===== src/rtl/mix_columns_seq_pkg.sv =====
// Shared AES types and GF(2^8) helpers for the MixColumns engine.
// Package aes_pkg: state/column typedefs, FSM encoding, the reduction
// constant and the xtime-based constant multipliers used by both the
// forward and inverse column transforms.
package aes_pkg;

  typedef logic [127:0] aes_state_t;
  typedef logic [31:0]  aes_col_t;

  typedef enum logic [1:0] {ST_IDLE, ST_BUSY, ST_DONE} mc_state_e;

  localparam logic [7:0] AES_POLY_RED = 8'h1b;

  function automatic logic [7:0] xtime(input logic [7:0] b);
    return {b[6:0], 1'b0} ^ (b[7] ? AES_POLY_RED : 8'h00);
  endfunction

  function automatic logic [7:0] gmul2(input logic [7:0] b);
    return xtime(b);
  endfunction

  function automatic logic [7:0] gmul3(input logic [7:0] b);
    return xtime(b) ^ b;
  endfunction

  // Inverse multipliers are built from x2/x4/x8 chains rather than tables.
  function automatic logic [7:0] gmul9(input logic [7:0] b);
    return xtime(xtime(xtime(b))) ^ b;
  endfunction

  function automatic logic [7:0] gmul11(input logic [7:0] b);
    return xtime(xtime(xtime(b))) ^ xtime(b) ^ b;
  endfunction

  function automatic logic [7:0] gmul13(input logic [7:0] b);
    return xtime(xtime(xtime(b))) ^ xtime(xtime(b)) ^ b;
  endfunction

  function automatic logic [7:0] gmul14(input logic [7:0] b);
    return xtime(xtime(xtime(b))) ^ xtime(xtime(b)) ^ xtime(b);
  endfunction

endpackage


===== src/rtl/mix_columns_seq_if.sv =====
// Valid/ready bus for mix_columns_seq.
// Input side: in_valid, in_ready, in_state (+ inv when MIXCOL_INV_EN).
// Output side: out_valid, out_ready, out_state.
// master = producer/consumer around the block, slave = the block itself.
interface mix_columns_seq_if;
  import aes_pkg::*;

  logic       in_valid;
  logic       in_ready;
  aes_state_t in_state;
  logic       out_valid;
  logic       out_ready;
  aes_state_t out_state;
`ifdef MIXCOL_INV_EN
  logic       inv;
`endif

  modport master (
    output in_valid, in_state, out_ready,
`ifdef MIXCOL_INV_EN
    output inv,
`endif
    input  in_ready, out_valid, out_state
  );

  modport slave (
    input  in_valid, in_state, out_ready,
`ifdef MIXCOL_INV_EN
    input  inv,
`endif
    output in_ready, out_valid, out_state
  );
endinterface


===== src/rtl/mix_column_fwd.sv =====
// Combinational single-column MixColumns (byte 0 = col_i[31:24] = row 0).
// Ports: col_i column in, col_o column out, inv_i (MIXCOL_INV_EN only)
// selects InvMixColumns.
module mix_column_fwd
  import aes_pkg::*;
(
  input  aes_col_t col_i,
`ifdef MIXCOL_INV_EN
  input  logic     inv_i,
`endif
  output aes_col_t col_o
);

  logic [7:0] a0, a1, a2, a3;

  assign {a0, a1, a2, a3} = col_i;

  always_comb begin
    col_o = {gmul2(a0) ^ gmul3(a1) ^ a2        ^ a3,
             a0        ^ gmul2(a1) ^ gmul3(a2) ^ a3,
             a0        ^ a1        ^ gmul2(a2) ^ gmul3(a3),
             gmul3(a0) ^ a1        ^ a2        ^ gmul2(a3)};
`ifdef MIXCOL_INV_EN
    if (inv_i) begin
      col_o = {gmul14(a0) ^ gmul11(a1) ^ gmul13(a2) ^ gmul9(a3),
               gmul9(a0)  ^ gmul14(a1) ^ gmul11(a2) ^ gmul13(a3),
               gmul13(a0) ^ gmul9(a1)  ^ gmul14(a2) ^ gmul11(a3),
               gmul11(a0) ^ gmul13(a1) ^ gmul9(a2)  ^ gmul14(a3)};
    end
`endif
  end

endmodule


===== src/rtl/mix_columns_seq.sv =====
// Sequential AES MixColumns: one column per cycle through a shared
// column transform. IDLE accepts a state, BUSY processes columns 0..3,
// DONE holds the result until out_ready.
// Ports: clk, rst_n (async, active-low), bus (mix_columns_seq_if.slave).
// Optional feature: MIXCOL_INV_EN adds the inv select (latched at accept)
// for InvMixColumns; timing is the same in both builds.
module mix_columns_seq
  import aes_pkg::*;
(
  input  logic              clk,
  input  logic              rst_n,
  mix_columns_seq_if.slave  bus
);

  mc_state_e  state_q, state_d;
  logic [1:0] cnt_q, cnt_d;
  aes_state_t in_q, in_d;
  aes_state_t out_q, out_d;
  aes_col_t   col_in, col_out;
`ifdef MIXCOL_INV_EN
  logic       inv_q, inv_d;
`endif

  // Column cnt_q of the latched input; column 0 is the MSB word.
  always_comb begin
    col_in = in_q[127:96];
    case (cnt_q)
      2'd0: col_in = in_q[127:96];
      2'd1: col_in = in_q[95:64];
      2'd2: col_in = in_q[63:32];
      2'd3: col_in = in_q[31:0];
      default: col_in = in_q[127:96];
    endcase
  end

  mix_column_fwd u_col (
    .col_i (col_in),
`ifdef MIXCOL_INV_EN
    .inv_i (inv_q),
`endif
    .col_o (col_out)
  );

  always_comb begin
    state_d = state_q;
    cnt_d   = cnt_q;
    in_d    = in_q;
    out_d   = out_q;
`ifdef MIXCOL_INV_EN
    inv_d   = inv_q;
`endif
    case (state_q)
      ST_IDLE: begin
        if (bus.in_valid) begin
          in_d    = bus.in_state;
`ifdef MIXCOL_INV_EN
          inv_d   = bus.inv;
`endif
          cnt_d   = 2'd0;
          state_d = ST_BUSY;
        end
      end
      ST_BUSY: begin
        case (cnt_q)
          2'd0: out_d[127:96] = col_out;
          2'd1: out_d[95:64]  = col_out;
          2'd2: out_d[63:32]  = col_out;
          2'd3: out_d[31:0]   = col_out;
          default: ;
        endcase
        // Counter wraps 3 -> 0 on the same edge that enters DONE.
        cnt_d = cnt_q + 2'd1;
        if (cnt_q == 2'd3) state_d = ST_DONE;
      end
      ST_DONE: begin
        if (bus.out_ready) state_d = ST_IDLE;
      end
      default: state_d = ST_IDLE;
    endcase
  end

  always_ff @(posedge clk or negedge rst_n) begin
    if (!rst_n) begin
      state_q <= ST_IDLE;
      cnt_q   <= 2'd0;
      in_q    <= '0;
      out_q   <= '0;
`ifdef MIXCOL_INV_EN
      inv_q   <= 1'b0;
`endif
    end else begin
      state_q <= state_d;
      cnt_q   <= cnt_d;
      in_q    <= in_d;
      out_q   <= out_d;
`ifdef MIXCOL_INV_EN
      inv_q   <= inv_d;
`endif
    end
  end

  assign bus.in_ready  = (state_q == ST_IDLE);
  assign bus.out_valid = (state_q == ST_DONE);
  assign bus.out_state = out_q;

endmodule


===== src/flat_wrapper.sv =====
// flat-port wrapper written by rule: the top's interface ports become plain ports
module mix_columns_seq_flat import aes_pkg::*;
  (clk, rst_n, bus_in_valid, bus_in_state, bus_out_ready, bus_in_ready, bus_out_valid, bus_out_state);
  mix_columns_seq_if bus_i ();
  input  logic clk;
  input  logic rst_n;
  input wire logic [$bits(bus_i.in_valid)-1:0] bus_in_valid;
  input wire logic [$bits(bus_i.in_state)-1:0] bus_in_state;
  input wire logic [$bits(bus_i.out_ready)-1:0] bus_out_ready;
  output wire logic [$bits(bus_i.in_ready)-1:0] bus_in_ready;
  output wire logic [$bits(bus_i.out_valid)-1:0] bus_out_valid;
  output wire logic [$bits(bus_i.out_state)-1:0] bus_out_state;
  assign bus_i.in_valid = bus_in_valid;
  assign bus_i.in_state = bus_in_state;
  assign bus_i.out_ready = bus_out_ready;
  assign bus_in_ready = bus_i.in_ready;
  assign bus_out_valid = bus_i.out_valid;
  assign bus_out_state = bus_i.out_state;
  mix_columns_seq u_core (.clk(clk), .rst_n(rst_n), .bus(bus_i));
endmodule

===== config.mk =====
export PLATFORM = sky130hd
export DESIGN_NAME = mix_columns_seq_flat
export DESIGN_NICKNAME = d
export VERILOG_FILES = /design/src/rtl/mix_columns_seq_pkg.sv /design/src/rtl/mix_columns_seq_if.sv /design/src/rtl/mix_column_fwd.sv /design/src/rtl/mix_columns_seq.sv /design/src/flat_wrapper.sv
export SDC_FILE = /design/constraint.sdc
export NUM_CORES = 1
export LEC_CHECK = 0
export BUFFER_PORTS_ARGS = -buffer_cell sky130_fd_sc_hd__buf_2
export CORE_MARGIN = 5
export CORE_UTILIZATION = 55
export CTS_CLUSTER_DIAMETER = 40
export DETAILED_ROUTE_END_ITERATION = 12
export GPL_ROUTABILITY_DRIVEN = 1
export GPL_TIMING_DRIVEN = 0
export HOLD_SLACK_MARGIN = 0.03
export PLACE_DENSITY = 0.83
export SYNTH_ARGS = -nofsm -noshare
export SYNTH_HDL_FRONTEND = slang
export SYNTH_HIERARCHICAL = 1
export SYNTH_SLANG_ARGS = --single-unit

===== constraint.sdc =====
create_clock -name clk -period 3.45 [get_ports clk]
set_input_delay 0.345 -clock clk [delete_from_list [all_inputs] [get_ports clk]]
set_output_delay 0.345 -clock clk [all_outputs]
set_load 0.02 [all_outputs]

# Yosys cells after proc, flatten, opt, wreduce, memory -nomap -nowiden
# Index checks and enable logic that the tools add are counted.
# word_totals
register_bits,260
inputBits,132
output_inout_bits,130
elab_cells,57
# classes
addsub,1
n_eq_ne,8
mux,11
bitwise,20
reduce_logical,10
# ops
op,n
32-bit case mux with 4 select lines,1
8-bit bitwise XOR,16
8-bit by 5-bit bitwise XOR with 8-bit output,4
5-bit two-way mux,4
2-bit AND reduction,6
2-bit two-way mux,4
"2-bit == test, second input constant",3
2-bit case mux with 3 select lines,1
"2-bit by 1-bit == test with 1-bit output, second input constant",2
2-bit logical NOT,2
"2-bit inequality test, second input constant",2
2-bit case mux with 2 select lines,1
3-bit AND reduction,1
"2-bit by 1-bit adder with 2-bit output, second input constant",1
"2-bit by 1-bit inequality test with 1-bit output, second input constant",1
2-bit nonzero test,1

# Longest topological paths before layout
# depth
word_depth,8
ltp_mapped,10
mapped_depth_nobuf,7

# Modules after synthesis
# The synthesis kept the hierarchy.
# modules_own_cells
module,instances,cells_each,area_per_inst_um2,seq_area_each_um2
mix_columns_seq,1,676,10650.2,6506.2
mix_column_fwd,1,81,1337.5,0.0

# Least setup slack after synthesis
# Ideal clock, no wire load.
# synth_path
path_kind,register to register
startpoint,register u_core.cnt_q[0]
endpoint,"register u_core.out_q[113], in the netlist u_core/bus.out_state[113]"
setup_time_ns,0.125
arrival_ns,2.665
t_required_ns,3.325
setup_slack_ns,0.660
stages_incl_launch_ff,10
n_path_buf,2
period_less_slack_ns,2.790
cell_sequence,dfrtp_1 > inv_1 > ha_1 > clkbuf_1 > clkbuf_1 > a222oi_1 > mux2i_1 > xor3_2 > xnor3_1 > mux2_2
# synth_between
elab_cells_between_ends,14
cone_classes,eq/ne: 3; mux: 3; bitwise: 6; reduce/logical: 2
# synth_lines
item,line_no,rtl
"start, declared",mix_columns_seq.sv:16,"logic [1:0] cnt_q, cnt_d;"
"start signal, assigned",mix_columns_seq.sv:93,cnt_q <= cnt_d;
"2-bit == test, or another cell as far along",mix_columns_seq.sv:27,case (cnt_q)
32-bit case mux with 4 select lines (*),mix_columns_seq.sv:27,
via u_core.col_in[8],mix_columns_seq.sv:19,"aes_col_t col_in, col_out;"
8-bit by 5-bit bitwise XOR with 8-bit output (*),mix_columns_seq_pkg.sv:15,"return {b[6:0], 1'b0} ^ (b[7] ? AES_POLY_RED : 8'h00);"
8-bit bitwise XOR (*),mix_columns_seq_pkg.sv:23,return xtime(b) ^ b;
8-bit bitwise XOR (*) (2 in series),mix_column_fwd.sv:20,"a0 ^ gmul2(a1) ^ gmul3(a2) ^ a3,"
via u_core.col_out[17],mix_columns_seq.sv:19,
"end signal, assigned",mix_columns_seq.sv:95,out_q <= out_d;
"end, declared",mix_columns_seq.sv:18,"aes_state_t out_q, out_d;"
# Mark *: on every way through the listed nets, which the timed path passes. The rest lies on a longest branch.
# A chain may end at the register's enable or synchronous reset.

# Worst setup path after layout
# layout_path
startpoint,register u_core.cnt_q[0]
endpoint,"register u_core.out_q[27], in the netlist u_core/bus.out_state[27]"
# layout_between
elab_cells_between_ends,14
cone_classes,eq/ne: 3; mux: 3; bitwise: 6; reduce/logical: 2
# layout_lines
item,line_no,rtl
"2-bit == test, or another cell as far along",mix_columns_seq.sv:27,
32-bit case mux with 4 select lines (*),mix_columns_seq.sv:27,
via u_core.col_in[18],mix_columns_seq.sv:19,
8-bit by 5-bit bitwise XOR with 8-bit output (*),mix_columns_seq_pkg.sv:15,
8-bit bitwise XOR (*),mix_columns_seq_pkg.sv:23,
8-bit bitwise XOR (*) (3 in series),mix_column_fwd.sv:19,"col_o = {gmul2(a0) ^ gmul3(a1) ^ a2 ^ a3,"
via u_core.col_out[27],mix_columns_seq.sv:19,
# Marked as above.

==> metrics.cfg <==
[drt]
dr.pass1.iters = 9
wirelength_mm = 31.1
drt-initial-drc-count = 523
via_count = 7612
drc_errors = 0
wl_per_cell_um = 22.7
via_per_inst = 5.56
ant_nets = 0

[yosys]
synth_fa_ha_area_share_pct = 0.522
ys_types = 29
synth.avg_cell_area_um2 = 15.8
syn_nets = 894
yosysWarnings = 6
syn_inst = 757
synth_mux_area_share_pct = 26.8
synthTopCellsByArea = dfrtp_1 (54%), mux2_2 (24%), xnor3_1 (5.8%), a222oi_1 (2.7%), mux2i_1 (2.7%)
synth_top_family_by_area = multiplexers
synth-compound-area-share_pct = 2.89
synth_top_area_cell = dfrtp_1
syn-cell-area_mm2 = 0.0120
yosys.area_share.simple_pct = 0.522
netlist.area_leader.share_pct = 54.3
synth_xor_area_share_pct = 10.9
synth_seq_cells = 260
yosysSeqAreaShare_pct = 54.3

[placed_design]
dp.final_hpwl_mm = 23.0
io_buffers = 261
gp_congestion = 0.807
placedCellCount = 1300
placed_area_mm2 = 0.0137

[global_route]
grt_overflow = 0
grt_pass1_vias = 8445
grtUsageTotal_pct = 25.0
grt_max_degree = 115
grt_first_pass_wirelength_mm = 47.6
antenna_found_initial = 3

[worst_setup_path]
path_max_fanout = 10
cp_data_required_time_ps = 3840
end_kind = flop
cp-start-kind = flop
worstSetupPathType = flop to flop
arrival_ps = 3750

[final_layout]
drive_gt1_share_pct = 59.1
layout_commonest_cell = buf_2
layout_common_cells = buf_2 (266), dfrtp_1 (260), mux2_2 (257)
area_growth_pct = 25.7
finalNonFillerCells = 1368
fin_nets = 1197
fin_area_mm2 = 0.0151

[clocking]
numCtsBuffers = 36
cts.sinks = 260
h-tree-depth = 2
post_cts_buffers = 0
cts_tree = built
cts.path.max_buffers = 3
clk-insertion-delay-late_ps = 500
cts_root_buf = clkbuf_16
path_clk_slew_ps = 50

[sta]
final-hold-violation-count = 0
worst-slew-pin-transition_ps = 742
setup_viol = 0
fin_crit_ps = 3360
period_share_pct = 97.5
rsz0062_at_grt = true
skew_ps = 19.5
relSlewSlack_pct = 49.1
tns_ps = 0
whs_ps = 74.6
finalMaxSlewViolations = 0
fmax_mhz = 297

[floorplanning]
die-area_mm2 = 0.0248
ios = 262
rows = 54
coreArea_mm2 = 0.0216
start_util_pct = 55.4
die-height_um = 158
dieWidth_um = 158

[hold_path]
hp-class = primary input to flop

[job]
max_cap_viol_count = 0

[run_status]
outcome = completed

## state kept, by name, indices dropped and copies added, names as in the netlist
| signal | count |
|---|---|
| u_core/state_q | 2 |
| u_core/bus.out_state | 128 |
| u_core/in_q | 128 |
| u_core/cnt_q | 2 |
## routing by layer
metal  share of wire (%)  vias to the layer above  track usage, %  routed length [µm]
li1                    -                     3353               -                   -
met5               0.087                        -               0                  27
met2                  49                      313            41.1               15100
met3                 9.5                       47            8.09                2950
met4                 1.9                        4            6.43                 592
met1                  40                     3895            32.3               12400
## worst paths after layout
| path | from | endpoint | slack (ps) | cells past startpoint |
|---|---|---|---|---|
| max in group asynchronous | rst_n | u_core/in_q[40] | 2200 | 3 |
| worst min-delay path | bus_in_state[55] | u_core/in_q[55] | 70 | 2 |
| worst max-delay path | u_core/cnt_q[0] | u_core/bus.out_state[27] | 90 | 8 |
| min in group asynchronous | rst_n | u_core/in_q[49] | 350 | 2 |
| worst min register to register | u_core/bus.out_state[90] | u_core/bus.out_state[90] | 500 | 1 |
| worst max register to register | u_core/cnt_q[0] | u_core/bus.out_state[27] | 90 | 8 |
## cell families (layout without fill, tap and decap cells)
logic type	Yosys count	in the layout
other	0	1
buffers and inverters	84	414
AOI/OAI and AO/OA	36	36
adders and majority gates	5	5
and+or+nand+nor	8	8
DFF	260	260
xor gates and xnor gates	75	75
muxes	289	289
## cells in the mapped netlist, drive strengths merged
master	number
a21oi	1
mux2i	32
ha	5
nor2	1
nand2b	1
o21bai	1
xnor2	19
o21ai	1
xnor3	32
clkbuf	13
inv	35
xor3	11
xor2	13
buf	36
nor3b	1
nand3b	4
nor2b	1
a22o	1
dfrtp	260
a222oi	32
mux2	257
## stage by stage
step	utilization, %	setup slack [ps]
after floorplan	-	660
after detailed placement	63.4	-277
final	69.7	87.1
after global placement	63.1	-2610
after global routing	69.7	-24.6
after CTS	69.5	1.67
## timing repair
action | 4_1_cts | 5_1_grt
hold endpoints to repair | 51 | 0
pin swaps | 0 | 0
hold buffers | 2 | 0
endpoints found under the setup margin | 33 | 77
gates resized for setup | 9 | 19
## critical path, cell delays in order (launching register included)
cell and delay, ps:
dfrtp_1 410, ha_1 160, clkbuf_1 320, clkbuf_1 490
a222oi_1 160, mux2i_1 580, xnor3_1 540, xnor3_1 290
mux2_2 300
## final cells by class
cell class	instances	area, µm²
antenna	1	2.50
buffer	49	372
clock buffer	47	1000
clock inverter	18	259
fill	1460	6550
inverter	35	131
multi-input combinational	413	5060
sequential	260	6510
tap	280	350
timing repair buffer	265	1390
Power is not shown: default switching activity piles up to over one toggle a cycle in this logic, so the estimate is an artifact.
